==> config.mk <==
export PLATFORM = sky130hd
export DESIGN_NAME = acumulador_ula_flat
export DESIGN_NICKNAME = d
export VERILOG_FILES = /design/src/rtl/acumulador_ula_pkg.sv /design/src/rtl/acumulador_ula_if.sv /design/src/rtl/acumulador_ula_mult_seq.sv /design/src/rtl/acumulador_ula.sv /design/src/flat_wrapper.sv
export SDC_FILE = /design/constraint.sdc
export NUM_CORES = 1
export LEC_CHECK = 0
export ABC_AREA = 0
export CORE_MARGIN = 2
export CORE_UTILIZATION = 45
export CTS_CLUSTER_DIAMETER = 100
export DETAILED_ROUTE_END_ITERATION = 10
export SLEW_MARGIN = 20
export SYNTH_ARGS = -nofsm -noshare
export SYNTH_HDL_FRONTEND = slang
export SYNTH_SLANG_ARGS = --single-unit
==> constraint.sdc <==
create_clock -name clock -period 2.65 [get_ports clock]
set_input_delay 0.795 -clock clock [delete_from_list [all_inputs] [get_ports clock]]
set_output_delay 0.795 -clock clock [all_outputs]
set_load 0.02 [all_outputs]
==> src/rtl/acumulador_ula_pkg.sv <==
// Shared opcodes, Z-register control codes and FSM states for the
// operand-processing stage in front of the Z output register.
package acumulador_ula_pkg;

    localparam int ULA_WIDTH = 4;

    // Z register control codes; the Z register decodes the same values.
    localparam logic [3:0] TZ_CLEAR = 4'd0;
    localparam logic [3:0] TZ_LOAD  = 4'd1;
    localparam logic [3:0] TZ_HOLD  = 4'd2;

    typedef enum logic [2:0] {
        OP_ADD   = 3'd0,
        OP_SUB   = 3'd1,
        OP_AND   = 3'd2,
        OP_OR    = 3'd3,
        OP_XOR   = 3'd4,
        OP_MUL   = 3'd5,
        OP_CLR   = 3'd6,
        OP_PASSA = 3'd7
    } ula_op_e;

    typedef enum logic [1:0] {
        ST_IDLE  = 2'd0,
        ST_EXEC  = 2'd1,
        ST_MULT  = 2'd2,
        ST_WRITE = 2'd3
    } ula_state_e;

    function automatic logic [3:0] write_code(input ula_op_e op);
        return (op == OP_CLR) ? TZ_CLEAR : TZ_LOAD;
    endfunction

endpackage

==> src/rtl/acumulador_ula_if.sv <==
// Request/result bundle between the operand source, this stage and the
// Z register. The master drives the request, the slave returns the result.
interface acumulador_ula_if
    import acumulador_ula_pkg::*;
#(
    parameter int WIDTH = ULA_WIDTH
);
    logic             start;
    ula_op_e          op;
    logic [WIDTH-1:0] a;
    logic [WIDTH-1:0] b;
    logic [WIDTH-1:0] acumulador;
    logic [3:0]       tz;
    logic             busy;
    logic             done;
    logic             flag;

    modport master (
        output start, op, a, b,
        input  acumulador, tz, busy, done, flag
    );

    modport slave (
        input  start, op, a, b,
        output acumulador, tz, busy, done, flag
    );
endinterface

==> src/rtl/acumulador_ula_mult_seq.sv <==
// LSB-first shift-add multiplier: the go edge performs iteration 0, the
// remaining WIDTH-1 iterations follow one per clock, fin pulses with the final product.
module mult_seq #(
    parameter int WIDTH = 4
) (
    input  logic               clock,
    input  logic               reset_n,
    input  logic               go,
    input  logic [WIDTH-1:0]   a,
    input  logic [WIDTH-1:0]   b,
    output logic               busy,
    output logic [2*WIDTH-1:0] prod,
    output logic               fin
);
    localparam int CW = $clog2(WIDTH) + 1;

    logic [2*WIDTH-1:0] mcand_q, mcand_d;
    logic [2*WIDTH-1:0] prod_q, prod_d;
    logic [WIDTH-1:0]   mplier_q, mplier_d;
    logic [CW-1:0]      cnt_q, cnt_d;
    logic               busy_q, busy_d;
    logic               fin_q, fin_d;
    logic [2*WIDTH-1:0] a_ext;
    logic [2*WIDTH-1:0] partial;

    assign a_ext = {{WIDTH{1'b0}}, a};

    generate
        for (genvar gi = 0; gi < 2*WIDTH; gi++) begin : g_partial
            assign partial[gi] = mcand_q[gi] & mplier_q[0];
        end
    endgenerate

    always_comb begin
        mcand_d  = mcand_q;
        prod_d   = prod_q;
        mplier_d = mplier_q;
        cnt_d    = cnt_q;
        busy_d   = busy_q;
        fin_d    = 1'b0;
        if (go) begin
            prod_d   = b[0] ? a_ext : '0;
            mcand_d  = a_ext << 1;
            mplier_d = b >> 1;
            cnt_d    = CW'(WIDTH - 1);
            busy_d   = 1'b1;
        end else if (busy_q) begin
            prod_d   = prod_q + partial;
            mcand_d  = mcand_q << 1;
            mplier_d = mplier_q >> 1;
            cnt_d    = cnt_q - CW'(1);
            if (cnt_q == CW'(1)) begin
                busy_d = 1'b0;
                fin_d  = 1'b1;
            end
        end
    end

    always_ff @(posedge clock or negedge reset_n) begin
        if (!reset_n) begin
            mcand_q  <= '0;
            prod_q   <= '0;
            mplier_q <= '0;
            cnt_q    <= '0;
            busy_q   <= 1'b0;
            fin_q    <= 1'b0;
        end else begin
            mcand_q  <= mcand_d;
            prod_q   <= prod_d;
            mplier_q <= mplier_d;
            cnt_q    <= cnt_d;
            busy_q   <= busy_d;
            fin_q    <= fin_d;
        end
    end

    assign busy = busy_q;
    assign prod = prod_q;
    assign fin  = fin_q;
endmodule

==> src/rtl/acumulador_ula.sv <==
// Operand latch, single-cycle ALU and control FSM feeding the Z register.
// Handshake outputs are registered from the state, so the visible write cycle trails ST_WRITE by one clock.
module acumulador_ula
    import acumulador_ula_pkg::*;
#(
    parameter int WIDTH = ULA_WIDTH
) (
    input  logic             clock,
    input  logic             reset_n,
    acumulador_ula_if.slave  bus
);
    ula_state_e       state_q, state_d;
    ula_op_e          op_q, op_d;
    logic [WIDTH-1:0] a_q, a_d;
    logic [WIDTH-1:0] b_q, b_d;
    logic [WIDTH-1:0] acc_q, acc_d;
    logic             flag_q, flag_d;
    logic [3:0]       tz_q, tz_d;
    logic             busy_q, busy_d;
    logic             done_q, done_d;

    logic               accept;
    logic               mul_go;
    logic               mul_busy;
    logic               mul_fin;
    logic [2*WIDTH-1:0] mul_prod;

    logic [WIDTH:0]   sum_w;
    logic [WIDTH:0]   diff_w;
    logic [WIDTH-1:0] and_w, or_w, xor_w;
    logic [WIDTH-1:0] alu_res;
    logic             alu_flag;

    // busy_q also covers the visible write cycle, so a new request waits until it ends.
    assign accept = (state_q == ST_IDLE) && !busy_q && bus.start;
    assign mul_go = accept && (bus.op == OP_MUL);

    mult_seq #(.WIDTH(WIDTH)) u_mult (
        .clock   (clock),
        .reset_n (reset_n),
        .go      (mul_go),
        .a       (bus.a),
        .b       (bus.b),
        .busy    (mul_busy),
        .prod    (mul_prod),
        .fin     (mul_fin)
    );

    assign sum_w  = {1'b0, a_q} + {1'b0, b_q};
    assign diff_w = {1'b0, a_q} - {1'b0, b_q};

    generate
        for (genvar gi = 0; gi < WIDTH; gi++) begin : g_logic
            assign and_w[gi] = a_q[gi] & b_q[gi];
            assign or_w[gi]  = a_q[gi] | b_q[gi];
            assign xor_w[gi] = a_q[gi] ^ b_q[gi];
        end
    endgenerate

    always_comb begin
        alu_res  = '0;
        alu_flag = 1'b0;
        case (op_q)
            OP_ADD: begin
                alu_res  = sum_w[WIDTH-1:0];
                alu_flag = sum_w[WIDTH];
            end
            OP_SUB: begin
                alu_res  = diff_w[WIDTH-1:0];
                alu_flag = diff_w[WIDTH];
            end
            OP_AND:   alu_res = and_w;
            OP_OR:    alu_res = or_w;
            OP_XOR:   alu_res = xor_w;
            OP_PASSA: alu_res = a_q;
            default:  alu_res = '0;
        endcase
    end

    always_comb begin
        state_d = state_q;
        op_d    = op_q;
        a_d     = a_q;
        b_d     = b_q;
        acc_d   = acc_q;
        flag_d  = flag_q;
        busy_d  = busy_q;
        tz_d    = TZ_HOLD;
        done_d  = 1'b0;
        case (state_q)
            ST_IDLE: begin
                busy_d = 1'b0;
                if (accept) begin
                    op_d    = bus.op;
                    a_d     = bus.a;
                    b_d     = bus.b;
                    busy_d  = 1'b1;
                    state_d = (bus.op == OP_MUL) ? ST_MULT : ST_EXEC;
                end
            end
            ST_EXEC: begin
                acc_d   = alu_res;
                flag_d  = alu_flag;
                state_d = ST_WRITE;
            end
            ST_MULT: begin
                if (mul_fin) begin
                    acc_d   = mul_prod[WIDTH-1:0];
                    flag_d  = |mul_prod[2*WIDTH-1:WIDTH];
                    state_d = ST_WRITE;
                end else if (!mul_busy) begin
                    // Multiplier lost its operation; drop it rather than hang.
                    busy_d  = 1'b0;
                    state_d = ST_IDLE;
                end
            end
            ST_WRITE: begin
                done_d  = 1'b1;
                tz_d    = write_code(op_q);
                state_d = ST_IDLE;
            end
            default: state_d = ST_IDLE;
        endcase
    end

    always_ff @(posedge clock or negedge reset_n) begin
        if (!reset_n) begin
            state_q <= ST_IDLE;
            op_q    <= OP_ADD;
            a_q     <= '0;
            b_q     <= '0;
            acc_q   <= '0;
            flag_q  <= 1'b0;
            tz_q    <= TZ_CLEAR;
            busy_q  <= 1'b0;
            done_q  <= 1'b0;
        end else begin
            state_q <= state_d;
            op_q    <= op_d;
            a_q     <= a_d;
            b_q     <= b_d;
            acc_q   <= acc_d;
            flag_q  <= flag_d;
            tz_q    <= tz_d;
            busy_q  <= busy_d;
            done_q  <= done_d;
        end
    end

    assign bus.acumulador = acc_q;
    assign bus.flag       = flag_q;
    assign bus.tz         = tz_q;
    assign bus.busy       = busy_q;
    assign bus.done       = done_q;
endmodule

==> src/flat_wrapper.sv <==
// flat-port wrapper written by rule: the top's interface ports become plain ports
module acumulador_ula_flat import acumulador_ula_pkg::*;
#(
    parameter int WIDTH = ULA_WIDTH
)
  (clock, reset_n, bus_start, bus_op, bus_a, bus_b, bus_acumulador, bus_tz, bus_busy, bus_done, bus_flag);
  acumulador_ula_if #(.WIDTH(WIDTH)) bus_i ();
  input  logic clock;
  input  logic reset_n;
  input wire logic [$bits(bus_i.start)-1:0] bus_start;
  input wire logic [$bits(bus_i.op)-1:0] bus_op;
  input wire logic [$bits(bus_i.a)-1:0] bus_a;
  input wire logic [$bits(bus_i.b)-1:0] bus_b;
  output wire logic [$bits(bus_i.acumulador)-1:0] bus_acumulador;
  output wire logic [$bits(bus_i.tz)-1:0] bus_tz;
  output wire logic [$bits(bus_i.busy)-1:0] bus_busy;
  output wire logic [$bits(bus_i.done)-1:0] bus_done;
  output wire logic [$bits(bus_i.flag)-1:0] bus_flag;
  assign bus_i.start = bus_start;
  assign bus_i.op = bus_op;
  assign bus_i.a = bus_a;
  assign bus_i.b = bus_b;
  assign bus_acumulador = bus_i.acumulador;
  assign bus_tz = bus_i.tz;
  assign bus_busy = bus_i.busy;
  assign bus_done = bus_i.done;
  assign bus_flag = bus_i.flag;
  acumulador_ula #(.WIDTH(WIDTH)) u_core (.clock(clock), .reset_n(reset_n), .bus(bus_i));
endmodule
==> results_dict.tcl <==
set metrics [dict create \
    diodes 0 \
    die-width_um 82.8 \
    syn_inst 311 \
    cts_hold_buf 0 \
    drt_iter0_drc 151 \
    cts_buffer_depth 2 \
    critical_path_class "reg -> out" \
    clock_skew_ps 12.2 \
    io_pins 25 \
    ir_drop_mv 0.564 \
    yosysSeqAreaShare 0.403 \
    cap_violations 0 \
    path_cells "clkdlybuf4s50_1" \
    whs_ps 468 \
    timing.fmax_mhz 461 \
    nets 366 \
    insertion_delay_ps 300 \
    startpoint_type "register" \
    hpwl_um 4530 \
    tightest_slew_ps 550 \
    p_sw_uw 1510 \
    wl_um 6100 \
    area_delta_synth_final_pct 13.7 \
    design.core.area_um2 5960 \
    wire_per_inst_um 15.1 \
    drt_pass1_iterations 4 \
    rows 28 \
    yosysTopAreaCellShare 0.403 \
    die_area_um2 6850 \
    ys.warnings.count 0 \
    synth_area_um2 2790 \
    grt_max_degree 33 \
    synthArstFlopShare 1.00 \
    synth_compound_area_frac 0.179 \
    maxSlewHeadroom 0.633 \
    detail-route-antenna-nets 0 \
    comb_power_share 0.473 \
    cts.sinks 45 \
    port_buffers 22 \
    synth_top_family_by_area "compound AO/OA/AOI/OAI gates" \
    layout_common_cells "nand2_1 (45), dfrtp_1 (45), o21ai_0 (35)" \
    yosys.area_share.simple 0.175 \
    max_stage_delay_ps 630 \
    synth_area_leaders "dfrtp_1 (40%), ha_1 (9.0%), o21ai_0 (6.3%), nand2_1 (6.0%), mux2i_1 (4.7%)" \
    drive_gt1_frac 0.0545 \
    synthAdderAreaFrac 0.111 \
    critPathCaptureType "output pin" \
    powerDensity_nw_per_um2 1070 \
    grtUsageTotal 0.205 \
    crit_slowest_cell "clkdlybuf4s50_1" \
    drc 0 \
    cts_setup_buffers 0 \
    antenna_found_initial 0 \
    start_util 0.469 \
    cts_buffers 5 \
    muxShareOfSynthArea 0.0547 \
    tns_ps 0 \
    cts-htree-levels 2 \
    grt_setup_unrepaired "no" \
    syn_area_per_cell_um2 8.98 \
    slew_viol_final 0 \
    root_buffer "clkbuf_8" \
    gp_congestion 0.896 \
    leakagePower_uw 0.00140 \
    overflow 0 \
    synth_ff_type "dfrtp_1" \
    min_path_type "in -> async" \
    fin_crit_sh 0.818 \
    cp.buffers_inverters 1 \
    ys_seq_elements 45 \
    yosysTopAreaCell "dfrtp_1" \
    final-hold-violation-count 0 \
    fp.dieH_um 82.8 \
    p_sw_frac 0.442 \
    cts_resized 0 \
    period_needed_ps 2170 \
    crit_required_ps 1860 \
    setup_viol 0 \
    grt_pass1_vias 2115 \
    p_int_uw 1900 \
    vias 2215 \
    synth_xor_area_frac 0.0157 \
    synth_edf_count 0 \
    path_delay_family "buffers and inverters" \
    cts_tree "done" \
    status "finished clean" \
    clockPowerShare 0.132 \
    arrival_ps 1370 \
    path_max_fanout 4 \
    grt_pass1_wl_um 10500 \
    ys_types 46 \
    pwr-share-seq 0.395 \
    clk_pin_slew_ps 90 \
    avgViaCountPerCell 5.47 \
]
[layout make-up]
| class | instances | area [µm²] |
|---|---|---|
| well taps | 75 | 93.8 |
| fillers | 588 | 2780 |
| clock inverters | 2 | 13.8 |
| clock buffers | 6 | 82.6 |
| repair buffers | 26 | 270 |
| multi-input cells | 228 | 1500 |
| flip-flops and latches | 45 | 1130 |
| inverters | 23 | 86.3 |
[cell usage after synthesis, types with 2 or more instances]
cell type,count
clkbuf_1,7
fa_1,3
nand3_1,8
buf_4,3
a21o_1,3
o31ai_1,3
a211oi_1,2
buf_1,2
a221oi_1,2
o31a_1,2
o21ai_0,35
nor2b_1,2
nor4b_1,2
nor4_1,2
nand2_1,45
mux2i_1,13
and2_1,6
nor3_1,10
a31oi_1,4
dfrtp_1,45
a22oi_1,6
mux2_2,2
o22ai_1,3
ha_1,20
xnor2_1,3
inv_1,23
a21oi_1,16
nor2_1,17
xor2_1,2
buf_2,3
o21a_1,2
[cells by family (layout without fill, tap and decap cells)]
family,after synthesis,in the layout
simple gates,100,100
compound gates,83,83
flops,45,45
buf+inv,39,57
fa+ha+maj,23,23
mux,15,15
xor+xnor,5,5
other cells,1,2
[routing by layer]
layer  track usage  share of wire
met1         0.321           0.53
met2         0.287           0.44
met3        0.0357          0.029
met4        0.0590         0.0066
met5             0              0
[state kept, by name (all words and copies together) (netlist names), 2 cells and up]
signal	cells
u_core.u_mult.prod	8
u_core.u_mult.mcand_q	7
u_core.a_q	4
u_core.b_q	4
u_core.bus.acumulador	4
u_core.op_q	3
u_core.u_mult.cnt_q	3
u_core.u_mult.mplier_q	3
u_core.bus.tz	2
u_core.state_q	2
[path summary, 6_finish.rpt]
path	start	end	slack (ps)	cells after the start
max	u_core.bus.busy	bus_busy	480	1
min reg2reg	u_core.u_mult.cnt_q[2]	u_core.u_mult.fin	480	1
min in group clock	u_core.u_mult.cnt_q[2]	u_core.u_mult.fin	480	1
max reg2reg	u_core.u_mult.mplier_q[0]	u_core.u_mult.prod[7]	560	8
max in group asynchronous	reset_n	u_core.u_mult.prod[4]	1660	2
min	reset_n	u_core.bus.tz[1]	470	1
[through the flow]
| stage | cell area, µm² | cells | power [µW] | setup slack (ps) | utilization |
|---|---|---|---|---|---|
| after floorplan | 2800 | 312 | 2470 | 737 | - |
| after global placement | 3080 | 397 | 2960 | 248 | 0.517 |
| after detailed placement | 3080 | 397 | 2970 | 225 | 0.517 |
| after CTS | 3170 | 405 | 3430 | 466 | 0.533 |
| after global routing | 3170 | 405 | 3750 | 413 | 0.533 |
| final | 3170 | 405 | 3410 | 482 | 0.533 |
[power by group through the flow]
stage,registers [µW],logic (µW),clock network (µW)
3_5_place_dp,1360,1620,0
4_1_cts,1340,1620,468
5_1_grt,1400,1850,498
2_1_floorplan,1250,1210,0
3_3_place_gp,1350,1600,0
6_report,1350,1610,450
(Power assumes the default switching activity.)
